--- src/rtl/muldiv_unit.sv ---
// muldiv_unit: iterative RV32M multiply/divide unit for the execute stage.
// Radix-2 shift-add multiply and restoring divide, one bit per CALC cycle,
// followed by a FIXUP cycle that applies signs and special-case results.
// Optional build macro MULDIV_FASTPATH_EN: divide-by-zero, signed overflow
// and multiply-by-zero skip CALC and finish two cycles after acceptance.
module muldiv_unit #(
  parameter int unsigned XLEN = 32
) (
  input  logic              clk,
  input  logic              rst_n,
  input  logic              start,
  input  logic [2:0]        op,
  input  logic              kill,
  input  logic [XLEN-1:0]   SrcA,
  input  logic [XLEN-1:0]   SrcB,
  output logic              busy,
  output logic              done,
  output logic [2*XLEN-1:0] MulResult
);

  localparam int unsigned   CW      = $clog2(XLEN);
  localparam logic [XLEN-1:0] MIN_NEG = {1'b1, {(XLEN-1){1'b0}}};

  typedef enum logic [1:0] {
    S_IDLE,
    S_CALC,
    S_FIXUP,
    S_DONE
  } state_t;

  state_t              state_q, state_d;
  logic [CW-1:0]       count_q, count_d;
  logic                is_div_q, is_div_d;
  logic                sign_a_q, sign_a_d;
  logic                sign_b_q, sign_b_d;
  logic                divz_q, divz_d;
  logic                ovf_q, ovf_d;
  logic [XLEN-1:0]     a_q, a_d;        // multiplier (shifts right) / dividend->quotient (shifts left)
  logic [2*XLEN-1:0]   mcand_q, mcand_d; // multiplicand (shifts left); low half is the divisor
  logic [2*XLEN-1:0]   acc_q, acc_d;    // product accumulator
  logic [XLEN-1:0]     rem_q, rem_d;    // partial remainder
  logic [XLEN-1:0]     srca_q, srca_d;  // raw rs1, needed for the divide-by-zero remainder
  logic [2*XLEN-1:0]   result_q, result_d;

  logic                accept;
  logic                signed_a, signed_b;
  logic                neg_a, neg_b;
  logic [XLEN-1:0]     mag_a, mag_b;
  logic                cap_divz, cap_ovf, fast;
  logic [XLEN:0]       div_shift, div_diff;
  logic [2*XLEN-1:0]   prod_fix;
  logic [XLEN-1:0]     quo_fix, rem_fix;
  logic [2*XLEN-1:0]   fix_result;

  assign busy      = (state_q == S_CALC) || (state_q == S_FIXUP);
  assign done      = (state_q == S_DONE);
  assign MulResult = result_q;

  // Operand decode: sign handling, magnitudes and special-case detection.
  always_comb begin
    accept   = start && !kill && ((state_q == S_IDLE) || (state_q == S_DONE));
    signed_a = op inside {3'b001, 3'b010, 3'b100, 3'b110};
    signed_b = op inside {3'b001, 3'b100, 3'b110};
    neg_a    = signed_a && SrcA[XLEN-1];
    neg_b    = signed_b && SrcB[XLEN-1];
    mag_a    = neg_a ? -SrcA : SrcA;
    mag_b    = neg_b ? -SrcB : SrcB;
    cap_divz = op[2] && (SrcB == '0);
    cap_ovf  = op[2] && !op[0] && (SrcA == MIN_NEG) && (SrcB == '1);
`ifdef MULDIV_FASTPATH_EN
    fast     = cap_divz || cap_ovf || (!op[2] && ((SrcA == '0) || (SrcB == '0)));
`else
    fast     = 1'b0;
`endif
  end

  // Final sign application and special-case overrides used in FIXUP.
  always_comb begin
    prod_fix = (sign_a_q ^ sign_b_q) ? -acc_q : acc_q;
    quo_fix  = (sign_a_q ^ sign_b_q) ? -a_q : a_q;
    rem_fix  = sign_a_q ? -rem_q : rem_q;
    if (divz_q) begin
      quo_fix = '1;
      rem_fix = srca_q;
    end else if (ovf_q) begin
      quo_fix = MIN_NEG;
      rem_fix = '0;
    end
    fix_result = is_div_q ? {rem_fix, quo_fix} : prod_fix;
  end

  // Next-state logic; kill overrides every other transition.
  always_comb begin
    state_d = state_q;
    unique case (state_q)
      S_IDLE:  if (accept) state_d = fast ? S_FIXUP : S_CALC;
      S_CALC: begin
        if (kill)                         state_d = S_IDLE;
        else if (count_q == CW'(XLEN-1))  state_d = S_FIXUP;
      end
      S_FIXUP: state_d = kill ? S_IDLE : S_DONE;
      S_DONE:  state_d = accept ? (fast ? S_FIXUP : S_CALC) : S_IDLE;
      default: state_d = S_IDLE;
    endcase
  end

  // Datapath next-state: capture on accept, iterate in CALC, publish in FIXUP.
  always_comb begin
    count_d   = count_q;
    is_div_d  = is_div_q;
    sign_a_d  = sign_a_q;
    sign_b_d  = sign_b_q;
    divz_d    = divz_q;
    ovf_d     = ovf_q;
    a_d       = a_q;
    mcand_d   = mcand_q;
    acc_d     = acc_q;
    rem_d     = rem_q;
    srca_d    = srca_q;
    result_d  = result_q;
    div_shift = {rem_q, a_q[XLEN-1]};
    div_diff  = div_shift - {1'b0, mcand_q[XLEN-1:0]};
    if (accept) begin
      count_d  = '0;
      is_div_d = op[2];
      sign_a_d = neg_a;
      sign_b_d = neg_b;
      divz_d   = cap_divz;
      ovf_d    = cap_ovf;
      a_d      = mag_a;
      mcand_d  = {{XLEN{1'b0}}, mag_b};
      acc_d    = '0;
      rem_d    = '0;
      srca_d   = SrcA;
    end else if (state_q == S_CALC) begin
      count_d = count_q + CW'(1);
      if (is_div_q) begin
        // Restoring step: remainder stays below the divisor, so the
        // restored or subtracted value always fits back in XLEN bits.
        if (!div_diff[XLEN]) begin
          rem_d = div_diff[XLEN-1:0];
          a_d   = {a_q[XLEN-2:0], 1'b1};
        end else begin
          rem_d = div_shift[XLEN-1:0];
          a_d   = {a_q[XLEN-2:0], 1'b0};
        end
      end else begin
        acc_d   = acc_q + (a_q[0] ? mcand_q : '0);
        mcand_d = mcand_q << 1;
        a_d     = a_q >> 1;
      end
    end else if ((state_q == S_FIXUP) && !kill) begin
      result_d = fix_result;
    end
  end

  // State and datapath registers with synchronous active-low reset.
  always_ff @(posedge clk) begin
    if (!rst_n) begin
      state_q  <= S_IDLE;
      count_q  <= '0;
      is_div_q <= 1'b0;
      sign_a_q <= 1'b0;
      sign_b_q <= 1'b0;
      divz_q   <= 1'b0;
      ovf_q    <= 1'b0;
      a_q      <= '0;
      mcand_q  <= '0;
      acc_q    <= '0;
      rem_q    <= '0;
      srca_q   <= '0;
      result_q <= '0;
    end else begin
      state_q  <= state_d;
      count_q  <= count_d;
      is_div_q <= is_div_d;
      sign_a_q <= sign_a_d;
      sign_b_q <= sign_b_d;
      divz_q   <= divz_d;
      ovf_q    <= ovf_d;
      a_q      <= a_d;
      mcand_q  <= mcand_d;
      acc_q    <= acc_d;
      rem_q    <= rem_d;
      srca_q   <= srca_d;
      result_q <= result_d;
    end
  end

endmodule

--- config.mk ---
export PLATFORM = sky130hd
export DESIGN_NAME = muldiv_unit
export DESIGN_NICKNAME = d
export VERILOG_FILES = /design/src/rtl/muldiv_unit.sv
export SDC_FILE = /design/constraint.sdc
export NUM_CORES = 1
export LEC_CHECK = 0
export ABC_AREA = 0
export CORE_ASPECT_RATIO = 0.9
export CORE_MARGIN = 1
export CORE_UTILIZATION = 61
export DETAILED_ROUTE_END_ITERATION = 6
export PLACE_DENSITY = 0.82
export SKIP_LAST_GASP = 1
export SLEW_MARGIN = 20
export SYNTH_ARGS = -nofsm -noshare
export SYNTH_HDL_FRONTEND = slang
export SYNTH_SLANG_ARGS = --single-unit
--- constraint.sdc ---
create_clock -name clk -period 4.45 [get_ports clk]
set_clock_uncertainty 0.2 [all_clocks]
set_input_delay 0.6675 -clock clk [delete_from_list [all_inputs] [get_ports clk]]
set_output_delay 0.6675 -clock clk [all_outputs]
set_load 0.01 [all_outputs]
==> flow_metrics.env <==
export IMPL_drtIter0Drc=2960
export IMPL_die_y_um=183
export IMPL_synth_compound_area_share_pct=29.1
export IMPL_cap_violations=0
export IMPL_n_fill_cell=2948
export IMPL_cts_tree="yes"
export IMPL_ys_flop_type="dfxtp_1"
export IMPL_worstPathRequired_ns=4.69
export IMPL_syn_nets=3143
export IMPL_muxShareOfSynthArea_pct=2.52
export IMPL_dieArea_um2=37300
export IMPL_clk_latency_ns=0.55
export IMPL_layout_drive_gt1_share_pct=6.65
export IMPL_via_per_inst=6.67
export IMPL_vias=23400
export IMPL_cts_buffer_depth=3
export IMPL_timing_final_crit_share_pct=94.8
export IMPL_slew_violations=0
export IMPL_critPathLaunchType="flop"
export IMPL_final_nets=3194
export IMPL_post_cts_buffers=0
export IMPL_relSlewSlack_pct=25.2
export IMPL_synth_fa_ha_area_share_pct=6.25
export IMPL_setup_viol_count_final=0
export IMPL_critPathTopFamily="simple AND/OR/NAND/NOR gates"
export IMPL_clockRootBuffer="clkbuf_16"
export IMPL_crit_path_end_kind="flop"
export IMPL_path_buf_inv=2
export IMPL_async_flop_share_pct=0
export IMPL_peakVddDrop_uv=280
export IMPL_max_freq_mhz=237
export IMPL_netlist_area_um2=22300
export IMPL_areaGrowthSynthToFinish_pct=14.3
export IMPL_grt_overflow=0
export IMPL_synth_cells=2962
export IMPL_synth_xor_area_share_pct=10.0
export IMPL_wl_mm=80.1
export IMPL_hold_buffers=0
export IMPL_numCtsBuffers=36
export IMPL_drc=0
export IMPL_multi_input_area_um2=15300
export IMPL_placed_cells=3451
export IMPL_utilization_pct=70.5
export IMPL_synth_distinct_cells=82
export IMPL_yosysWarnings=0
export IMPL_syn_area_per_cell_um2=7.52
export IMPL_cts_sinks=300
export IMPL_synth_area_leader_cell="dfxtp_1"
export IMPL_grt_max_degree=161
export IMPL_path_clk_slew_ns=0.06
export IMPL_grt_pass1_wl_mm=123
export IMPL_antenna_cells=0
export IMPL_ys_seq_elements=300
export IMPL_cts_max_level=2
export IMPL_fin_total_pwr_w=0.00899
export IMPL_worst_path_largest_cell_delay_ns=0.52
export IMPL_synth_simple_area_share_pct=20.2
export IMPL_grt_use_total_pct=42.0
export IMPL_synth_top_area_share_pct=27.0
export IMPL_fp_dieW_um=203
export IMPL_routedWlPerCell_um=22.8
export IMPL_gp_congestion=1.01
export IMPL_start_util_pct=61.7
export IMPL_fin_setup_tns_ns=0
export IMPL_crit_arrival_ns=4.45
export IMPL_rsz0062_at_grt="no"
export IMPL_grt_antenna_before_repair=0
export IMPL_worstPathMaxFanout=34
export IMPL_grt_pass1_vias=21700
export IMPL_antenna_left=0
export IMPL_num_rows=66
export IMPL_hold_viol=0
export IMPL_ios=137
export IMPL_path_cells="clkinv_1 > buf_12 > nor2_1 > ha_1 > nand4_1 > nor4_1 > nand3_1 > o22a_1 > and4_1 > nor4_2 > o211ai_1 > a21oi_1 > o21ai_0 > a31o_2"
export IMPL_leakagePower_nw=10.4
export IMPL_power_density_nw_per_um2=353
export IMPL_dpl_hpwl_mm=59.8
export IMPL_dr_pass1_iters=6
export IMPL_synth_top_family_by_area="compound AO/OA/AOI/OAI gates"
export IMPL_worstMarginPinSlew_ns=1.12
export IMPL_critPathSlowestCell="nor4_2"
export IMPL_stdcell_count=3514
export IMPL_finalCriticalPeriod_ns=4.22
export IMPL_status="complete, no violations"
export IMPL_design_core_area_um2=36100
export IMPL_seq_area_um2=6010
export IMPL_portBuffers=136
export IMPL_yosysSeqAreaShare_pct=27.0
export IMPL_crit_type="flop to flop"
export IMPL_hp_class="flop to flop"
export IMPL_synth_area_leaders="dfxtp_1 (27%), nand2_1 (7.9%), xnor2_1 (6.5%)"
export IMPL_synth_edf_count=0
-- logic make-up after synthesis --
logic type      after synthesis
mux                          56
compound gates              978
flops                       300
xor+xnor                    255
buf+inv                     291
simple gates                972
fa+ha+maj                   110
-- metrics by stage --
step	cell area, µm²	hold slack [ns]	setup slack, ns
5_1_grt	25500	0.279	0.0292
2_1_floorplan	22300	0.232	0.523
4_1_cts	25400	0.265	0.0815
3_3_place_gp	24200	0.249	0.203
6_report	25500	0.261	0.231
3_5_place_dp	24200	0.258	0.135
-- power by group --
part | leakage (nW) | internal [W] | switching [W] | total, W
logic | 7.38 | 0.000993 | 0.00174 | 0.00273
registers | 2.43 | 0.00284 | 0.000203 | 0.00304
clock network | 0.612 | 0.00195 | 0.00127 | 0.00322
-- registers in the layout (all words and copies together), names as in the netlist, 2 cells and up --
signal     cells
srca_q        32
a_q           32
rem_q         32
MulResult     64
count_q        5
mcand_q       64
acc_q         64
state_q        2
-- cells in the mapped netlist, types with 26 or more instances --
| library cell | instances |
|---|---|
| nand4_1 | 35 |
| clkbuf_1 | 178 |
| o31ai_1 | 35 |
| o21ai_0 | 216 |
| o211a_1 | 75 |
| nor2_1 | 180 |
| a31oi_1 | 27 |
| nor3_1 | 51 |
| dfxtp_1 | 300 |
| xor2_1 | 90 |
| nand3_1 | 46 |
| a21oi_1 | 274 |
| a221oi_1 | 26 |
| o211ai_1 | 58 |
| a21o_1 | 44 |
| inv_1 | 91 |
| nand2_1 | 467 |
| and2_1 | 50 |
| ha_1 | 108 |
| xnor2_1 | 165 |
| a21boi_0 | 47 |
| mux2i_1 | 56 |
-- final timing paths --
kind	from	end	slack, ns	depth (start not counted)
setup / recovery	a_q[0]	acc_q[62]	0.23	14
hold / removal	MulResult[11]	MulResult[11]	0.26	2
hold reg to reg	MulResult[11]	MulResult[11]	0.26	2
setup reg to reg	a_q[0]	acc_q[62]	0.23	14
-- worst register-to-register path: stages (launching register included) --
cell and delay [ns]:
dfxtp_1 0.43, clkinv_1 0.16, buf_12 0.20, nor2_1 0.16
ha_1 0.26, nand4_1 0.20, nor4_1 0.44, nand3_1 0.13
o22a_1 0.26, and4_1 0.27, nor4_2 0.53, o211ai_1 0.30
a21oi_1 0.24, o21ai_0 0.10, a31o_2 0.24
-- per-layer routing --
layer | routed length, µm | track usage (%)
met5 | 0 | 0
met2 | 33300 | 62.8
met1 | 33100 | 57.8
met3 | 9500 | 8.60
met4 | 4190 | 19.4
-- cell usage in the layout, fill, tap and decap left out, types with 13 or more instances in the layout --
cell and n:
o21ai_1 14, xnor2_1 163, o22ai_1 18, nand4_1 35
a31oi_1 27, o41ai_1 18, dfxtp_1 299, o21ai_0 216
buf_4 70, nor3_1 50, nor4_1 19, clkbuf_16 38
a21oi_1 272, o211ai_1 58, nand2_1 464, clkdlybuf4s50_1 135
o31ai_1 35, nor2_1 178, a21o_1 44, or3_1 20
o221a_2 15, nand3_1 46, xor2_1 89, inv_1 91
o211a_1 75, a21boi_0 47, or4_1 13, and2_1 50
ha_1 107, mux2i_1 56, a221oi_1 26, nand2b_1 21
-- final cells by class --
| type | count | share of cell area, % |
|---|---|---|
| repair buffers | 210 | 7.77 |
| clock buffers | 50 | 4.15 |
| multi-input cells | 2371 | 59.9 |
| inverters | 94 | 1.39 |
| flip-flops and latches | 300 | 23.6 |
| clock inverters | 13 | 0.821 |
| well taps | 476 | 2.34 |
-- repair_timing --
action,4_1_cts,5_1_grt
endpoints found under the setup margin,0,4
resized for setup,0,4
endpoints found under the hold margin,0,0
No activity file was read; power rests on OpenSTA's default activity.
